File: config.mk
export PLATFORM = sky130hd
export DESIGN_NAME = cpu_sequencer
export DESIGN_NICKNAME = d
export VERILOG_FILES = /design/src/rtl/cpu_seq_pkg.sv /design/src/rtl/cpu_irq_prio.sv /design/src/rtl/cpu_sequencer.sv
export SDC_FILE = /design/constraint.sdc
export NUM_CORES = 1
export LEC_CHECK = 0
export CELL_PAD_IN_SITES_DETAIL_PLACEMENT = 0
export CELL_PAD_IN_SITES_GLOBAL_PLACEMENT = 1
export CORE_MARGIN = 4
export CORE_UTILIZATION = 37
export CTS_CLUSTER_DIAMETER = 200
export DETAILED_ROUTE_END_ITERATION = 8
export PLACE_DENSITY_LB_ADDON = 0.1
export SYNTH_ARGS = -nofsm -noshare
export SYNTH_HDL_FRONTEND = slang
export SYNTH_SLANG_ARGS = --single-unit
File: constraint.sdc
create_clock -name clk -period 3.1 [get_ports clk]
set_input_delay 0.62 -clock clk [delete_from_list [all_inputs] [get_ports clk]]
set_output_delay 0.62 -clock clk [all_outputs]
set_load 0.02 [all_outputs]
File: src/rtl/cpu_seq_pkg.sv
// Shared types for the microcode sequencer: microbranch ops, IME ops, state type.
// Latency: n/a (types only).
// Backpressure: n/a.
package cpu_seq_pkg;

   localparam int STATE_W_DEF = 8;

   typedef logic [STATE_W_DEF-1:0] state_t;

   typedef enum logic [2:0] {
      Next, Jump, Cond, Dispatch, Prefix, Call, Ret, Halt
   } ubranch_e;

   typedef enum logic [1:0] {
      Same, Enable, EnableNow, Disable
   } ime_update_e;

endpackage

File: src/rtl/cpu_irq_prio.sv
// Lowest-index-wins priority encoder: one-hot grant, binary index, any-request flag.
// Latency: combinational.
// Backpressure: none.
module cpu_irq_prio #(
   parameter int N  = 5,
   parameter int IW = $clog2(N)
) (
   input  logic [N-1:0]  req_i,
   output logic [N-1:0]  onehot_o,
   output logic [IW-1:0] idx_o,
   output logic          any_o
);

   // Scan from the top down so the lowest set index is the last one written.
   always_comb begin
      onehot_o = '0;
      idx_o    = '0;
      any_o    = |req_i;
      for (int i = N - 1; i >= 0; i--) begin
         if (req_i[i]) begin
            onehot_o    = '0;
            onehot_o[i] = 1'b1;
            idx_o       = IW'(i);
         end
      end
   end

endmodule

File: src/rtl/cpu_sequencer.sv
// Microcode sequencer: state register, IME with delayed EI, HALT, interrupt entry, micro-call stack.
// Latency: all state commits on the t_cycle==PHASES-1 edge; int_ack is a 1-clk pulse after entry.
// Backpressure: none; optional HALT-bug pulse output under macro CPU_SEQ_HALT_BUG_EN.
module cpu_sequencer
   import cpu_seq_pkg::*;
#(
   parameter int                 STATE_W     = 8,
   parameter int                 PHASES      = 4,
   parameter int                 NUM_IRQ     = 5,
   parameter logic [STATE_W-1:0] INT_STATE   = 8'hF0,
   parameter int                 UCALL_DEPTH = 2
) (
   input  logic                       clk,
   input  logic                       reset_n,
   input  logic [$clog2(PHASES)-1:0]  t_cycle,
   input  logic                       condition,
   input  ubranch_e                   ubranch,
   input  logic [STATE_W-1:0]         next_state,
   input  ime_update_e                ime_update,
   input  logic [STATE_W-1:0]         dispatch_state,
   input  logic [NUM_IRQ-1:0]         irq_pending,
   output logic [STATE_W-1:0]         state,
   output logic                       dispatch_prefix,
   output logic                       ime,
   output logic                       halted,
   output logic [NUM_IRQ-1:0]         int_ack,
   output logic [$clog2(NUM_IRQ)-1:0] int_id,
`ifdef CPU_SEQ_HALT_BUG_EN
   output logic                       halt_bug,
`endif
   output logic                       useq_err
);

   localparam int TW    = $clog2(PHASES);
   localparam int IW    = $clog2(NUM_IRQ);
   localparam int SP_W  = $clog2(UCALL_DEPTH + 1);
   localparam int IDX_W = (UCALL_DEPTH > 1) ? $clog2(UCALL_DEPTH) : 1;

   logic [STATE_W-1:0] state_q, state_d;
   logic               ime_q, ime_d, ei_q, ei_d;
   logic               halted_q, halted_d, prefix_q, prefix_d, err_q, err_d;
   logic [NUM_IRQ-1:0] ack_q, ack_d;
   logic [IW-1:0]      id_q, id_d;
   logic [SP_W-1:0]    sp_q, sp_d;
   logic [STATE_W-1:0] stack_q [UCALL_DEPTH];
   logic               hb_q, hb_d;

   logic               commit, ime_eff, take_irq, push_en;
   logic [STATE_W-1:0] state_inc;
   logic [IDX_W-1:0]   push_idx, pop_idx;
   logic [NUM_IRQ-1:0] prio_onehot;
   logic [IW-1:0]      prio_idx;
   logic               prio_any;

   cpu_irq_prio #(.N(NUM_IRQ), .IW(IW)) u_prio (
      .req_i    (irq_pending),
      .onehot_o (prio_onehot),
      .idx_o    (prio_idx),
      .any_o    (prio_any)
   );

   assign commit    = (t_cycle == TW'(PHASES - 1));
   assign state_inc = state_q + STATE_W'(1);
   // A DI in the dispatching state wins over a pending or already-set IME.
   assign ime_eff   = (ime_q | ei_q) & (ime_update != Disable);
   assign push_idx  = IDX_W'(sp_q);
   assign pop_idx   = IDX_W'(sp_q - SP_W'(1));

   // Next-state: microbranch, IME op, halt exit and interrupt entry, all gated by commit.
   always_comb begin
      state_d  = state_q;
      ime_d    = ime_q;
      ei_d     = ei_q;
      halted_d = halted_q;
      prefix_d = prefix_q;
      err_d    = err_q;
      id_d     = id_q;
      sp_d     = sp_q;
      ack_d    = '0;
      hb_d     = 1'b0;
      take_irq = 1'b0;
      push_en  = 1'b0;
      if (commit) begin
         if (halted_q) begin
            // While halted the ROM ops are ignored; only a pending irq wakes us.
            if (prio_any) begin
               halted_d = 1'b0;
               if (ime_q) take_irq = 1'b1;
               else       state_d  = state_inc;
            end
         end else begin
            case (ubranch)
               Next:   state_d = state_inc;
               Jump:   state_d = next_state;
               Cond:   state_d = condition ? next_state : state_inc;
               Call: begin
                  state_d = next_state;
                  if (sp_q == SP_W'(UCALL_DEPTH)) begin
                     err_d = 1'b1;
                  end else begin
                     push_en = 1'b1;
                     sp_d    = sp_q + SP_W'(1);
                  end
               end
               Ret: begin
                  if (sp_q == '0) begin
                     state_d = '0;
                     err_d   = 1'b1;
                  end else begin
                     state_d = stack_q[pop_idx];
                     sp_d    = sp_q - SP_W'(1);
                  end
               end
               Prefix: begin
                  prefix_d = 1'b1;
                  state_d  = dispatch_state;
               end
               Dispatch: begin
                  if (ime_eff && prio_any) begin
                     take_irq = 1'b1;
                  end else begin
                     ime_d    = ime_eff;
                     ei_d     = 1'b0;
                     state_d  = dispatch_state;
                     prefix_d = 1'b0;
                  end
               end
               Halt: begin
`ifdef CPU_SEQ_HALT_BUG_EN
                  if (!ime_q && prio_any) begin
                     hb_d    = 1'b1;
                     state_d = state_inc;
                  end else begin
                     halted_d = 1'b1;
                  end
`else
                  halted_d = 1'b1;
`endif
               end
               default: ;
            endcase
            // The IME op of this state lands after the dispatch check, so an EI
            // in the dispatching state only arms ei_pending for the next one.
            if (!take_irq) begin
               case (ime_update)
                  Enable:    ei_d = 1'b1;
                  EnableNow: ime_d = 1'b1;
                  Disable: begin
                     ime_d = 1'b0;
                     ei_d  = 1'b0;
                  end
                  default: ;
               endcase
            end
         end
         if (take_irq) begin
            state_d  = INT_STATE;
            ime_d    = 1'b0;
            ei_d     = 1'b0;
            ack_d    = prio_onehot;
            id_d     = prio_idx;
            prefix_d = 1'b0;
            sp_d     = '0;
         end
      end
   end

   // Control registers with synchronous active-low reset.
   always_ff @(posedge clk) begin
      if (!reset_n) begin
         state_q  <= '0;
         ime_q    <= 1'b0;
         ei_q     <= 1'b0;
         halted_q <= 1'b0;
         prefix_q <= 1'b0;
         err_q    <= 1'b0;
         id_q     <= '0;
         sp_q     <= '0;
         ack_q    <= '0;
         hb_q     <= 1'b0;
      end else begin
         state_q  <= state_d;
         ime_q    <= ime_d;
         ei_q     <= ei_d;
         halted_q <= halted_d;
         prefix_q <= prefix_d;
         err_q    <= err_d;
         id_q     <= id_d;
         sp_q     <= sp_d;
         ack_q    <= ack_d;
         hb_q     <= hb_d;
      end
   end

   // Return-address storage; validity is tracked by sp_q, so no reset needed.
   always_ff @(posedge clk) begin
      if (reset_n && push_en) stack_q[push_idx] <= state_inc;
   end

   assign state           = state_q;
   assign dispatch_prefix = prefix_q;
   assign ime             = ime_q;
   assign halted          = halted_q;
   assign int_ack         = ack_q;
   assign int_id          = id_q;
   assign useq_err        = err_q;
`ifdef CPU_SEQ_HALT_BUG_EN
   assign halt_bug        = hb_q;
`else
   logic unused_hb;
   assign unused_hb = hb_q;
`endif

endmodule

==> impl_metrics.toml <==
[floorplan]
die_area_sq_mm = 0.007029
core.rowCount = 27
design.core.area_sq_mm = 0.005540
die_x_um = 83.84
die_h_um = 83.84
initial_core_util = 0.3841
ios = 51

[sta]
hold_violations = 0
slew-limit-headroom = 0.6363
tns_ns = 0
rsz0062_at_grt = "false"
worst_pin_slew_ns = 0.5426
slew_viol_final = 0
setup_viol = 0
min_period_over_period = 0.7773
skew_ns = 0.005631
min_period_ns = 2.410
timing.fmax_mhz = 415.0
setup_ws_ns = 0.6905

[setup_path]
worstSetupPathType = "in2reg"
critPathBufInv = 1
cp_slowest_cell = "clkdlybuf4s50_1"
crit_fanout = 14
worstPathRequired_ns = 3.29
path_cells = "clkdlybuf4s50_1 > nand3b_4 > o31ai_2 > and3_1 > nand2_2 > nor4_1"
cp-end-kind = "register"
cp-start-kind = "input port"
crit_family = "simple AND/OR/NAND/NOR gates"
r2r-start = "sp_q[0]"
r2r_slack_ns = 1.36
r2r-end = "state[6]"
cp_slowest_stage_delay_ns = 0.79
critPathArrivalTime_ns = 2.60
rr_worst_depth = 6

[route]
dr.pass1.iters = 5
drtIter0Drc = 171
drt-total-wl_um = 5643
postRouteAntennaNets = 0
viasPerCell = 5.381
wire_per_inst_um = 15.94
drcViolationCount = 0
vias = 1905

[clocking]
cts_tree = "built"
cts.path.max_buffers = 2
cts-resized-gates = 0
post-cts-setup-buffers = 0
cts_sinks = 39
postCtsHoldBufs = 0
cts_buffers = 5
worstSkewPairLatency_ns = 0.29
cts_root_buf = "clkbuf_8"
clk_pin_slew_ns = 0.08
htree_levels = 2

[logic_synthesis]
synth_area_sq_mm = 0.002128
synth.area.mux_share = 0.04233
netlist_instances = 227
synth_top_family_by_area = "compound AO/OA/AOI/OAI gates"
synth_xor_area_frac = 0.03292
yosys.area_share.adder = 0.01764
synth_compound_area_frac = 0.2352
synth_cell_types = 50
syn-num-nets = 261
syn_area_per_cell_sq_um = 9.376
synth_ff_type = "dfxtp_1"
synth_seq_area_share = 0.4421
ys.warnings.count = 0
ys_seq_elements = 39
ys_async_sr_fraction = 0
synth_edf_count = 16
synthSimpleGateAreaFrac = 0.1899

[global_route]
grt_overflow = 0
grt_max_degree = 19
first_global_vias = 1837
antenna_found_initial = 0
grt_pass1_wl_um = 9128
grt_usage = 0.1621

[cells_and_area]
most-common-layout-cells = "50 x clkdlybuf4s50_1, 24 x nand2_1, 23 x dfxtp_1"
syn_to_final_growth_pct = 32.16
nNetsFinal = 315
layout-drive-gt1-share = 0.09220
antennaDiodeCount = 0
layout_commonest_cell = "clkdlybuf4s50_1"

[min_path]
holdCritStartpoint = "int_id[0]"
holdPathEnd = "int_id[0]"
min_path_cells = 2
hp-class = "reg2reg"

[placement]
hpwl_um = 4158
place_ws_ns = 0.3936
io_buffers = 50
routabilityCongestion = 0.7862

[pwr]
power_density_mw_per_mm2 = 384.8
p_total_mw = 1.082
p_leak_nw = 0.9496
ir_drop_mv = 0.2122

[run_status]
outcome = "finished, final reports clean"

[run]
maxCapViolCount = 0
## power breakdown
part / internal (mW) / switching [mW]
Sequential: 0.545 / 0.0122
Clock: 0.157 / 0.174
Combinational: 0.0933 / 0.102
Total: 0.795 / 0.287
## worst max-delay path by stage
stage / startpoint / endpoint / slack (ns) / cells past startpoint
2_1_floorplan: sp_q[0] / stack_q[0][0] / 0.94 / 6
3_3_place_gp: ubranch[1] / int_ack[3] / 0.42 / 6
3_5_place_dp: ubranch[0] / int_ack[3] / 0.39 / 6
4_1_cts: ubranch[0] / int_ack[3] / 0.70 / 6
5_1_grt: ubranch[1] / int_ack[3] / 0.52 / 6
6_report: ubranch[1] / int_ack[3] / 0.69 / 6
## cell type report
type,instances,area [sq um]
inverter,7,26.28
clock buffer,6,72.57
multi-input combinational,169,1102
clock inverter,2,12.51
fill,528,2728
sequential,39,940.9
tap,72,90.09
timing repair buffer,59,568.0
## metal layers
metal,part of all wire,global-route usage,up-vias
met5,0,0,-
met4,0.012,0.05263,0
met3,0.058,0.05232,6
met2,0.42,0.2307,65
met1,0.51,0.2303,868
li1,-,-,966
## logic make-up after synthesis
kind of cell | after synthesis
adder cells (fa/ha/maj) | 3
AND/OR/NAND/NOR | 77
XOR/XNOR | 8
buffers and inverters | 19
AO/OA/AOI/OAI | 72
multiplexers | 9
flip-flops | 39
## flip-flops by register name (all words and copies together) (netlist names), 2 cells and up
signal   count
state        8
int_id       3
int_ack      5
sp_q         2
stack_q     16
## Yosys cell counts (6+ instances only)
master / n / share of area
nand2_1: 24 / 0.042
o21ai_0: 22 / 0.052
nor2_1: 15 / 0.026
mux2i_1: 9 / 0.042
a31oi_1: 6 / 0.018
inv_1: 7 / 0.012
nand3_1: 9 / 0.021
dfxtp_1: 23 / 0.22
a21oi_1: 9 / 0.021
edfxtp_1: 16 / 0.23
## tightest hold or removal path, cell delays in order, from the launching register on
cell     delay [ns]
dfxtp_1        0.32
nand2_1        0.05
o21ai_0        0.06
## through the flow
step                  util  std cells  instance area, sq um  hold WS, ns
floorplan                -        227                  2128       0.4515
global placement    0.4923        346                  2728       0.4593
detailed placement  0.4923        346                  2728       0.4606
CTS                 0.5077        354                  2813       0.4723
global route        0.5077        354                  2813       0.5037
finish              0.5077        354                  2813       0.4718
Power figures use the tool's default switching activity.
